<file path="src/rtl/gmii_test_frame_tx.sv">
// Ethernet test-frame generator for a byte-wide GMII transmit interface.
// Each frame is preamble, SFD, a fixed header, a counting payload, zero pad up
// to the 46-byte minimum, and the FCS (CRC-32).
//
// All outputs are registered from the current state, so they trail the state
// register by one cycle. As a result, a start accepted at edge N shows up on
// the wire after edge N+1. Between frames the line carries the GAP cycles plus
// the one IDLE cycle with tx_en low.
//
// state | meaning
// ------+-----------------------------------------------------------
// IDLE  | waiting for start; captures clamped length and seed
// PRE   | 7 bytes of 0x55
// SFD   | 1 byte of 0xD5
// HDR   | 14 header bytes (dst MAC, src MAC, EtherType), CRC'd
// PAY   | eff_len counting bytes seed, seed+1, ..., CRC'd
// PAD   | zero bytes up to 46 data bytes, CRC'd
// FCS   | 4 bytes of complemented CRC, least-significant byte first
// GAP   | ifg idle cycles; done and frame count bump on the last one

module gmii_test_frame_tx #(
  parameter logic [47:0] dst_mac   = 48'hFFFF_FFFF_FFFF,
  parameter logic [47:0] src_mac   = 48'h1234_5678_9ABC,
  parameter logic [15:0] ethertype = 16'h88B5,
  parameter int unsigned ifg       = 12,
  parameter int unsigned max_len   = 1500
) (
  input  logic        clk,
  input  logic        rst,
  input  logic        start,
  input  logic [15:0] len,
  input  logic [7:0]  seed,
  output logic [7:0]  txd,
  output logic        tx_en,
  output logic        tx_er,
  output logic        busy,
  output logic        done,
  output logic [15:0] frame_count
);

  typedef enum logic [2:0] {
    S_IDLE, S_PRE, S_SFD, S_HDR, S_PAY, S_PAD, S_FCS, S_GAP
  } state_t;

  localparam logic [111:0] HDR_BYTES = {dst_mac, src_mac, ethertype};
  localparam logic [15:0]  MAX_LEN16 = 16'(max_len);
  localparam logic [10:0]  MAX_LEN11 = 11'(max_len);
  localparam logic [10:0]  IFG_M1    = 11'(ifg - 1);
  localparam logic [10:0]  MIN_DATA  = 11'd46;

  state_t      state_q, state_d;
  logic [10:0] cnt_q, cnt_d;
  logic [10:0] eff_len_q, eff_len_d;
  logic [7:0]  pay_q, pay_d;
  logic [31:0] crc_q, crc_d;
  logic [7:0]  txd_q, txd_d;
  logic        tx_en_q, tx_en_d;
  logic        busy_q, busy_d;
  logic        done_q, done_d;
  logic [15:0] fc_q, fc_d;

  logic [7:0]  data_byte;
  logic        tc;
  logic [6:0]  hdr_sh;
  logic [4:0]  fcs_sh;

  // Reflected CRC-32 (poly 0x04C11DB7 -> 0xEDB88320), one byte per call.
  function automatic logic [31:0] crc32_byte(input logic [31:0] crc,
                                             input logic [7:0]  data);
    logic [31:0] c;
    c = crc ^ {24'd0, data};
    for (int b = 0; b < 8; b++) begin
      c = c[0] ? ((c >> 1) ^ 32'hEDB8_8320) : (c >> 1);
    end
    return c;
  endfunction

  // Terminal count and byte selectors derived from the down-counter.
  // HDR loads 13 and counts down, so cnt*8 addresses the header MSB-first;
  // FCS loads 3, so (3 - cnt)*8 walks the CRC from its low byte up.
  assign tc     = (cnt_q == 11'd0);
  assign hdr_sh = {cnt_q[3:0], 3'b000};
  assign fcs_sh = {2'd3 - cnt_q[1:0], 3'b000};

  // Next-state, counter, CRC and registered-output decode.
  always_comb begin
    state_d   = state_q;
    cnt_d     = cnt_q;
    eff_len_d = eff_len_q;
    pay_d     = pay_q;
    crc_d     = crc_q;
    fc_d      = fc_q;
    txd_d     = 8'h00;
    tx_en_d   = 1'b0;
    busy_d    = 1'b1;
    done_d    = 1'b0;
    data_byte = 8'h00;

    case (state_q)
      S_IDLE: begin
        busy_d = 1'b0;
        if (start) begin
          state_d   = S_PRE;
          cnt_d     = 11'd6;
          eff_len_d = (len > MAX_LEN16) ? MAX_LEN11 : len[10:0];
          pay_d     = seed;
          crc_d     = 32'hFFFF_FFFF;
        end
      end

      S_PRE: begin
        tx_en_d = 1'b1;
        txd_d   = 8'h55;
        if (tc) begin
          state_d = S_SFD;
        end else begin
          cnt_d = cnt_q - 11'd1;
        end
      end

      S_SFD: begin
        tx_en_d = 1'b1;
        txd_d   = 8'hD5;
        state_d = S_HDR;
        cnt_d   = 11'd13;
      end

      S_HDR: begin
        data_byte = HDR_BYTES[hdr_sh +: 8];
        tx_en_d   = 1'b1;
        txd_d     = data_byte;
        crc_d     = crc32_byte(crc_q, data_byte);
        if (tc) begin
          if (eff_len_q != 11'd0) begin
            state_d = S_PAY;
            cnt_d   = eff_len_q - 11'd1;
          end else begin
            state_d = S_PAD;
            cnt_d   = MIN_DATA - 11'd1;
          end
        end else begin
          cnt_d = cnt_q - 11'd1;
        end
      end

      S_PAY: begin
        data_byte = pay_q;
        tx_en_d   = 1'b1;
        txd_d     = data_byte;
        crc_d     = crc32_byte(crc_q, data_byte);
        pay_d     = pay_q + 8'd1;
        if (tc) begin
          if (eff_len_q < MIN_DATA) begin
            state_d = S_PAD;
            cnt_d   = MIN_DATA - 11'd1 - eff_len_q;
          end else begin
            state_d = S_FCS;
            cnt_d   = 11'd3;
          end
        end else begin
          cnt_d = cnt_q - 11'd1;
        end
      end

      S_PAD: begin
        tx_en_d = 1'b1;
        txd_d   = data_byte;
        crc_d   = crc32_byte(crc_q, data_byte);
        if (tc) begin
          state_d = S_FCS;
          cnt_d   = 11'd3;
        end else begin
          cnt_d = cnt_q - 11'd1;
        end
      end

      S_FCS: begin
        // crc_q already holds every data byte; it stays frozen here.
        tx_en_d = 1'b1;
        txd_d   = ~crc_q[fcs_sh +: 8];
        if (tc) begin
          state_d = S_GAP;
          cnt_d   = IFG_M1;
        end else begin
          cnt_d = cnt_q - 11'd1;
        end
      end

      S_GAP: begin
        if (tc) begin
          done_d  = 1'b1;
          fc_d    = fc_q + 16'd1;
          state_d = S_IDLE;
        end else begin
          cnt_d = cnt_q - 11'd1;
        end
      end

      default: begin
        busy_d  = 1'b0;
        state_d = S_IDLE;
      end
    endcase
  end

  // State, datapath and output registers with synchronous reset.
  always_ff @(posedge clk) begin
    if (rst) begin
      state_q   <= S_IDLE;
      cnt_q     <= 11'd0;
      eff_len_q <= 11'd0;
      pay_q     <= 8'h00;
      crc_q     <= 32'hFFFF_FFFF;
      txd_q     <= 8'h00;
      tx_en_q   <= 1'b0;
      busy_q    <= 1'b0;
      done_q    <= 1'b0;
      fc_q      <= 16'd0;
    end else begin
      state_q   <= state_d;
      cnt_q     <= cnt_d;
      eff_len_q <= eff_len_d;
      pay_q     <= pay_d;
      crc_q     <= crc_d;
      txd_q     <= txd_d;
      tx_en_q   <= tx_en_d;
      busy_q    <= busy_d;
      done_q    <= done_d;
      fc_q      <= fc_d;
    end
  end

  assign txd         = txd_q;
  assign tx_en       = tx_en_q;
  assign tx_er       = 1'b0;
  assign busy        = busy_q;
  assign done        = done_q;
  assign frame_count = fc_q;

endmodule

</file>
<file path="config.mk">
export PLATFORM = sky130hd
export DESIGN_NAME = gmii_test_frame_tx
export DESIGN_NICKNAME = d
export VERILOG_FILES = /design/src/rtl/gmii_test_frame_tx.sv
export SDC_FILE = /design/constraint.sdc
export NUM_CORES = 1
export LEC_CHECK = 0
export CAP_MARGIN = 20
export CORE_ASPECT_RATIO = 1.25
export CORE_UTILIZATION = 50
export DETAILED_ROUTE_END_ITERATION = 6
export GPL_ROUTABILITY_DRIVEN = 0
export PLACE_DENSITY_LB_ADDON = 0.3
export RECOVER_POWER = 100
export SYNTH_ARGS = -nofsm -noshare
export SYNTH_HDL_FRONTEND = slang
export SYNTH_SLANG_ARGS = --single-unit
</file>
<file path="constraint.sdc">
create_clock -name clk -period 6.86 [get_ports clk]
set_input_delay 1.372 -clock clk [delete_from_list [all_inputs] [get_ports clk]]
set_output_delay 1.372 -clock clk [all_outputs]
set_load 0.01 [all_outputs]
</file>
; After elaboration in Yosys (flattened, before gate mapping)
; Cells that the tools add are included.
[totals]
reg_bits = 92
in_bits = 27
output_inout_bits = 28
wordCells = 129
[classes]
n_addsub = 6
n_lt_le_gt_ge = 2
eq_ne = 15
n_shift = 2
mux = 52
n_bitwise = 28
reduce_logical = 14
[op_table]
columns = cell, count
row1 = two-way mux 32 bit, 25
row2 = NOT 13 -> 14 bit, 24
row3 = one-hot mux 32 bit (4 select lines), 1
row4 = "indexed part select 112 x 8 -> 8 bit, first input constant", 1
row5 = two-way mux 11 bit, 9
row6 = one-hot mux 11 bit (7 select lines), 1
row7 = XOR 32 x 8 -> 32 bit, 2
row8 = one-hot mux 8 bit (5 select lines), 1
row9 = indexed part select 32 x 6 -> 8 bit, 1
row10 = one-hot mux 3 bit (8 select lines), 1
row11 = "subtractor 11 x 1 -> 11 bit, second input constant", 2
row12 = two-way mux 3 bit, 7
row13 = "adder 16 x 1 -> 16 bit, second input constant", 1
row14 = "> comparator 16 x 11 -> 1 bit, second input constant", 1
row15 = "!= test 2 bit, second input constant", 8
row16 = one-hot mux 8 bit (2 select lines), 1
row17 = "== test 3 bit, second input constant", 4
row18 = logical NOT 11 bit, 1
row19 = "< comparator 11 x 6 -> 1 bit, second input constant", 1
row20 = nonzero test 11 bit, 1
row21 = "subtractor 6 x 11 -> 11 bit, first input constant", 1
row22 = AND reduction 2 bit, 5
row23 = "adder 8 x 1 -> 8 bit, second input constant", 1
row24 = two-way mux 8 bit, 1
row25 = 13 further kinds, 18

; Logic depth before layout (Yosys ltp)
; Gate-level depths: netlist (run 1).
[logic_depth]
depth_word = 19
mapped_depth = 11
ltp_nobuf = 10

; Worst setup path after synthesis (run 1)
; OpenSTA, ideal clock, no wires.
[synth_path]
path_kind = reg-to-reg
startpoint = reg cnt_q[1]
endpoint = reg crc_q[25]
setup_ps = 128
arrival_ps = 3181
required_time_ps = 6732
path_slack_ps = 3551
stages_incl_launch_ff = 11
n_path_buf = 1
synth_period_minus_slack_ps = 3309
cell_sequence = dfxtp_1 -> buf_1 -> inv_1 -> ha_1 -> ha_1 -> o21ai_0 -> xor2_2 -> xnor3_1 -> xnor3_1 -> nand2_1 -> a21oi_1
[synth_via]
elab_chain_cells = 15
word_cells_on_any_way = 16
classes_between = shift (1) / mux (9) / bitwise (6)
[synth_lines]
columns = item, line
row1 = from (decl), 52  ; logic [10:0] cnt_q, cnt_d;
row2 = from (signal assigned), 221  ; cnt_q <= cnt_d;
row3 = indexed part select 112 x 8 -> 8 bit (*), 129  ; data_byte = HDR_BYTES[hdr_sh +: 8];
row4 = XOR 32 x 8 -> 32 bit (*), 71  ; c = crc ^ {24'd0, data};
row5 = two-way mux 32 bit (*) (2 in a row), 73  ; c = c[0] ? ((c >> 1) ^ 32'hEDB8_8320) : (c >> 1);
row6 = NOT 13 -> 14 bit (no line), n/a
row7 = two-way mux 32 bit (*), 73
row8 = NOT 13 -> 14 bit (no line), n/a
row9 = two-way mux 32 bit (*) (2 in a row), 73
row10 = NOT 13 -> 14 bit (no line), n/a
row11 = two-way mux 32 bit (*), 73
row12 = NOT 13 -> 14 bit (no line), n/a
row13 = two-way mux 32 bit (*) (2 in a row), 73
row14 = one-hot mux 32 bit (4 select lines) (*), 99  ; case (state_q)
row15 = to (signal assigned), 224  ; crc_q <= crc_d;
row16 = to (decl), 55  ; logic [31:0] crc_q, crc_d;
; Every way passes the cells marked *; elsewhere a longest branch is shown, timed or not.
; A chain may end at the register's enable or synchronous reset.

; Final worst setup path (run 1)
[layout_path]
startpoint = reg cnt_q[0]
endpoint = reg crc_q[25]
; Same word-level chain as after synthesis.

==> metrics.yaml, run 1 <==
wl_per_cell_um: 20.2
maxCapViolCount: 2
grt_first_pass_wirelength_um: 35400
initialDrtViolationCount: 643
globalRoute.totalOverflow: 0
synthToLayoutAreaGrowth_pct: 11.4
drive_gt1_frac: 0.0535
max_freq_mhz: 244
cts_buffers: 9
cellLeakagePower_nw: 2.91
cts-resized-gates: 0
drt_wl_total_um: 22500
worst_slew_pin_slew_ns: 1.67
synth_nets: 957
arrival_ns: 4.33
synth_edf_count: 0
finalSetupViolCount: 0
drc: 0
p_sw_w: 0.00206
io_pins: 55
cp_max_fo: 16
synth_cell_types: 64
tns_ns: 0
rows: 49
skew_ns: 0.0117
portBuffers: 53
clk_pin_slew_worst_paths_ns: 0.07
coreArea_um2: 14400
synthFlopType: "dfxtp_1"
htree_levels: 3
yosys_warnings: 0
start_util: 0.511
critPathKind: "flip-flop to flip-flop"
synthCells: 918
grt_pass1_vias: 6435
hold_ws_ns: 0.507
hold_path.class: "flip-flop to flip-flop"
rsz0062_at_grt: "false"
post_cts_buffers: 0
yosysSeqAreaShare: 0.250
endpoint_kind: "flip-flop"
powerDensity_nw_per_um2: 524
hp-start: "cnt_q[9]$_SDFFE_PP0P_"
clk-insertion-delay-late_ns: 0.36
start_kind: "flip-flop"
p_seq_frac: 0.195
ys_ff_latch: 92
place_ws_ns: 3.04
min_period_over_period: 0.598
drv_slew: 40
p_sw_frac: 0.478
ant_nets: 0
worstPathRequired_ns: 7.09
vias_per_cell: 6.18
hpwl_um: 15800
finalCriticalPeriod_ns: 4.10
dieWidth_um: 111
postCtsHoldBufs: 0
irDropWorstVdd_uv: 385
combPwrFrac: 0.685
async_flop_share: 0
final_nets: 969
cts_tree: "built"
cts.sink_count: 92
hold_viol: 0
track_usage: 0.300
p_int_w: 0.00224
outcome: "finished with violations"
violations: "max-capacitance violations, max-slew violations"
grt_max_degree: 46
fp.dieArea_um2: 15200
cts_root_buffer: "clkbuf_16"
slew_headroom: -0.114
antenna_found_initial: 0
diodes: 0
synth_area_um2: 7360
cts_buffer_depth: 2
clock_power_share: 0.120
vias: 6879
avgSynthCellArea_um2: 8.02
critPathLaunch: "cnt_q[0]$_SDFFE_PP0P_"
layout_setup_ws_ns: 2.76
r2r_start: "cnt_q[0]$_SDFFE_PP0P_"
fp.dieH_um: 138
drt-pass1-iter-count: 5
==> power groups by stage <==
| stage | clock network [W] | logic (W) | registers [W] |
|---|---|---|---|
| floorplan | 0 | 0.00243 | 0.000720 |
| global placement | 0 | 0.00287 | 0.000840 |
| detailed placement | 0 | 0.00291 | 0.000841 |
| CTS | 0.000520 | 0.00294 | 0.000830 |
| global route | 0.000543 | 0.00317 | 0.000850 |
| finish | 0.000516 | 0.00294 | 0.000836 |
==> worst paths after layout <==
path	slack, ns	cells after the start	end
setup reg to reg	2.76	9	crc_q[25]$_SDFFE_PP1P_
hold / removal	0.51	2	cnt_q[9]$_SDFFE_PP0P_
hold reg to reg	0.51	2	cnt_q[9]$_SDFFE_PP0P_
setup / recovery	2.76	9	crc_q[25]$_SDFFE_PP1P_
==> registers in the layout (all words and copies together) (netlist names) <==
signal       cells
busy             1
tx_en            1
pay_q            8
done             1
cnt_q           11
frame_count     16
state_q          3
txd              8
crc_q           32
eff_len_q       11
==> cell type report <==
type,count,area [µm²]
timing repair buffer,67,623
fill,1349,6210
clock inverter,7,76.3
clock buffer,9,225
sequential,92,1840
inverter,14,52.6
multi-input combinational,746,5150
tap,178,223
==> cells in the mapped netlist, types with 4 or more instances <==
master    number  area [µm²]
o22ai_1       16         100
dfxtp_1       92        1840
o21ai_0       60         300
nand2_1       52         195
o22a_1         5        43.8
a221oi_1      12         105
buf_2          8        40.0
a211oi_1       8        60.1
a31oi_1        7        43.8
inv_1         13        48.8
ha_1          12         150
nor2_1       108         405
and3_1         5        31.3
xnor2_1      148        1300
nor3_1        19        95.1
or4_1          4        30.0
or2_2          9        56.3
nor2b_1        7        43.8
mux4_2         8         180
nor4_1         9        56.3
clkbuf_1      48         180
o221ai_1       9        78.8
buf_1          6        22.5
nand3_1       25         125
nand4_1        4        25.0
a22oi_1       10        75.1
a21oi_1       75         375
xor2_1        69         604
o21bai_1       8        60.1
xnor3_1        7         158
==> cell usage in the layout (no fill, tap or decap), drive strengths merged, types with 7 or more instances in the layout <==
| cell type | instances |
|---|---|
| xnor3 | 7 |
| dfxtp | 92 |
| nand3 | 25 |
| o21bai | 8 |
| a21oi | 75 |
| clkbuf | 11 |
| a221oi | 12 |
| nor4 | 11 |
| nor2 | 108 |
| a22oi | 10 |
| nor3 | 19 |
| o21ai | 61 |
| a211oi | 8 |
| or2 | 9 |
| o221ai | 9 |
| ha | 12 |
| inv | 17 |
| a31oi | 7 |
| buf | 13 |
| nand2 | 52 |
| nor2b | 7 |
| mux4 | 8 |
| clkdlybuf4s50 | 24 |
| xor2 | 70 |
| dlygate4sd3 | 28 |
| xnor2 | 149 |
| o22ai | 16 |
==> kinds of logic after synthesis <==
family,count (synthesis),share of synthesized area
and+or+nand+nor,259,0.165
AOI/OAI and AO/OA,237,0.201
xor gates and xnor gates,229,0.294
DFF,92,0.250
buffers and inverters,80,0.0447
adders and majority gates,12,0.0204
muxes,8,0.0245
other,1,0.000510
==> layer usage <==
layer  routed length (µm)  global-route usage  up-vias
met5                    0                   0        -
met4                 1440               0.199        0
met3                 1580              0.0488       87
met2                10700               0.501      304
met1                 8800               0.358     3255
li1                     -                   -     3233
==> metrics by stage <==
| stage | instance area [µm²] | utilization | power [W] | cells |
|---|---|---|---|---|
| 2_1_floorplan | 7360 | - | 0.00315 | 918 |
| 3_3_place_gp | 7950 | 0.552 | 0.00371 | 1097 |
| 3_5_place_dp | 7950 | 0.552 | 0.00375 | 1097 |
| 4_1_cts | 8250 | 0.573 | 0.00429 | 1113 |
| 5_1_grt | 8200 | 0.569 | 0.00457 | 1113 |
| 6_report | 8200 | 0.569 | 0.00430 | 1113 |
==> worst max-delay path: stages, from the launching register on <==
cell and delay [ns]:
dfxtp_1 0.83, inv_1 0.24, ha_1 0.34, ha_1 0.25
o21ai_0 0.27, xor2_1 0.85, xnor3_1 0.67, xnor3_1 0.37
nand2_1 0.08, a21oi_1 0.06
No activity file was read; power rests on OpenSTA's default activity.
==> run 2: changes to the inputs <==
Clock period 6.86 ns to 3.8 ns, I/O delays scaled along.
==> run 2 against run 1 <==
  * The run now ends clean
  * First-iteration DRC count increased by 12%
  * Setup slack got worse by 2.4 ns
  * Final area increased by 2.2%
  * Clock-buffer cell count increased by 1
  * Via count increased by 3.1%
==> metrics.yaml, run 2 (synthesis gave the netlist of run 1 again) <==
slowest_stage: "xnor2_1"
diodes: 0  # unchanged
arrival_ns: 3.64  # -0.69 ns
met3_length_um: 1720  # +8.9%
wl_per_cell_um: 20.4  # +0.75%
critPathBufInv: 0  # -1
fp.dieH_um: 138  # unchanged
htree_levels: 3  # unchanged
reg2reg_depth: 7  # -2
worst_slew_pin_slew_ns: 1.38  # -0.288 ns
hold_viol: 0  # unchanged
drc: 0  # unchanged
rows: 49  # unchanged
hpwl_um: 16300  # +3.1%
rsz0062_at_grt: "false"
cts_buffers: 9  # unchanged
cts_tree: "built"
critical_path.top_delay_family: "XOR/XNOR gates"
seqCellArea_um2: 1840  # unchanged
cts_root_buffer: "clkbuf_16"
r2r_start: "cnt_q[3]$_SDFFE_PP0P_"
hold_path.class: "flip-flop to flip-flop"
ant_nets: 0  # unchanged
finalSetupViolCount: 0  # unchanged
cp_max_fo: 19  # +3
irDropWorstVdd_uv: 563  # +46%
antenna_found_initial: 0  # unchanged
finalCriticalPeriod_ns: 3.42  # -0.684 ns
critPathMaxStageDelay_ns: 0.87  # +0.02 ns
endpoint_kind: "flip-flop"
globalRoute.totalOverflow: 0  # unchanged
crit_chain: "nand2b_1, a31oi_1, xnor2_1, xnor2_1, xor2_1, xnor2_1, o22ai_1"
final_nets: 993  # +2.5%
initialDrtViolationCount: 723  # +12%
cts_buffer_depth: 2  # unchanged
cts-resized-gates: 0  # unchanged
min_period_over_period: 0.900  # +0.302
multi_input_area_um2: 5180  # +0.44%
fp.dieArea_um2: 15200  # unchanged
cellLeakagePower_nw: 3.02  # +3.8%
outcome: "completed"
postCtsHoldBufs: 0  # unchanged
top_layer_used: "met4"
tns_ns: 0  # unchanged
final_cell_mix: "xnor2_1 (149), nor2_1 (108), dfxtp_1 (92), a21oi_1 (75), xor2_1 (69)"
fillers: 1296  # -3.9%
hp-start: "cnt_q[9]$_SDFFE_PP0P_"
dieWidth_um: 111  # unchanged
rr_endpoint: "crc_q[19]$_SDFFE_PP1P_"
start_kind: "flip-flop"
grt_pass1_vias: 6706  # +4.2%
powerDensity_nw_per_um2: 954  # +82%
critPathKind: "flip-flop to flip-flop"
grt_max_degree: 68  # +48%
layout_commonest_cell: "xnor2_1"
slew_headroom: 0.0780  # +0.192
portBuffers: 53  # unchanged
cts.sink_count: 92  # unchanged
synthToLayoutAreaGrowth_pct: 13.9
io_pins: 55  # unchanged
dr_wl_met2_um: 10700  # +0.35%
clk-insertion-delay-late_ns: 0.36  # about the same
hold_depth: 2  # unchanged
maxCapViolCount: 0  # -2
largest_reg_flops: 32  # unchanged
drv_slew: 0  # -100%
drt-pass1-iter-count: 5  # unchanged
post_cts_buffers: 0  # unchanged
drive_gt1_frac: 0.0772  # +0.0237
worstPathRequired_ns: 4.02  # -3.07 ns
fin_util: 0.582  # +0.0128
largest-register: "crc_q"
track_usage: 0.310  # +0.0108
start_util: 0.511  # unchanged
coreArea_um2: 14400  # unchanged
drt-met1-wl_um: 9060  # +2.9%
clk_pin_slew_worst_paths_ns: 0.07  # about the same
rrSetupSlack_ns: 0.38  # -2.38 ns
max_freq_mhz: 292  # +20%
holdPathEnd: "cnt_q[9]$_SDFFE_PP0P_"
vias: 7091  # +3.1%
skew_ns: 0.00714  # -0.00454 ns
vias_per_cell: 6.24  # +0.91%
path_common_cell: "xnor2_1"
grt_first_pass_wirelength_um: 36500  # +3.0%
drt_wl_total_um: 23200  # +2.9%
[run 2: changes by cell type in the layout (fill, tap and decap cells not counted), moves of 2 or more]
| cell | change |
|---|---|
| clkinvlp_4 | +2 |
| buf_4 | +21 |
| clkinv_4 | -2 |
| clkbuf_1 | +3 |
[run 2: layout make-up]
cell class / count / share of cell area
Clock buffer: 10 / 0.0285
Timing Repair Buffer: 91 / 0.0945
Sequential cell: 92 / 0.220
Multi-Input combinational cell: 746 / 0.618
Inverter: 14 / 0.00627
Tap cell: 178 / 0.0266
Clock inverter: 6 / 0.00657
[run 2: per-layer routing]
| layer | GRT usage | vias to the layer above |
|---|---|---|
| li1 | - | 3290 |
| met1 | 0.370 | 3328 |
| met2 | 0.502 | 360 |
| met3 | 0.0559 | 113 |
| met4 | 0.236 | 0 |
| met5 | 0 | - |
[run 2: stage by stage]
step                      area [µm²]  hold slack, ns  instances  setup slack [ns]  total power, W
final                           8380           0.494       1137             0.379         0.00799
after global routing            8380           0.521       1137             0.227         0.00852
after CTS                       8420           0.497       1137             0.625         0.00798
after detailed placement        8120           0.483       1121             0.642         0.00700
after global placement          8120           0.486       1121             0.706         0.00696
after floorplan                 7360           0.466        918             0.491         0.00569
[run 2: how the worst max path moves through the flow]
stage / slack, ns / end / cells past startpoint / startpoint
after CTS: 0.63 / frame_count[15]$_SDFFE_PP0P_ / 9 / cnt_q[0]$_SDFFE_PP0P_
after detailed placement: 0.64 / frame_count[15]$_SDFFE_PP0P_ / 9 / cnt_q[0]$_SDFFE_PP0P_
after global placement: 0.71 / frame_count[13]$_SDFFE_PP0P_ / 9 / cnt_q[0]$_SDFFE_PP0P_
final: 0.38 / crc_q[19]$_SDFFE_PP1P_ / 7 / cnt_q[3]$_SDFFE_PP0P_
after floorplan: 0.49 / crc_q[25]$_SDFFE_PP1P_ / 10 / cnt_q[1]$_SDFFE_PP0P_
after global routing: 0.23 / crc_q[19]$_SDFFE_PP1P_ / 7 / cnt_q[3]$_SDFFE_PP0P_
[run 2: worst min-delay path: cells and delay by family (launching register included)]
kind	cells	cell delay, ns
AND/OR/NAND/NOR	1	0.06
flip-flops	1	0.34
AO/OA/AOI/OAI	1	0.05
[run 2: power by group]
group          switching [W]  total, W  internal (W)
registers           0.000295   0.00143       0.00114
clock network       0.000437  0.000913      0.000476
logic                0.00310   0.00565       0.00255
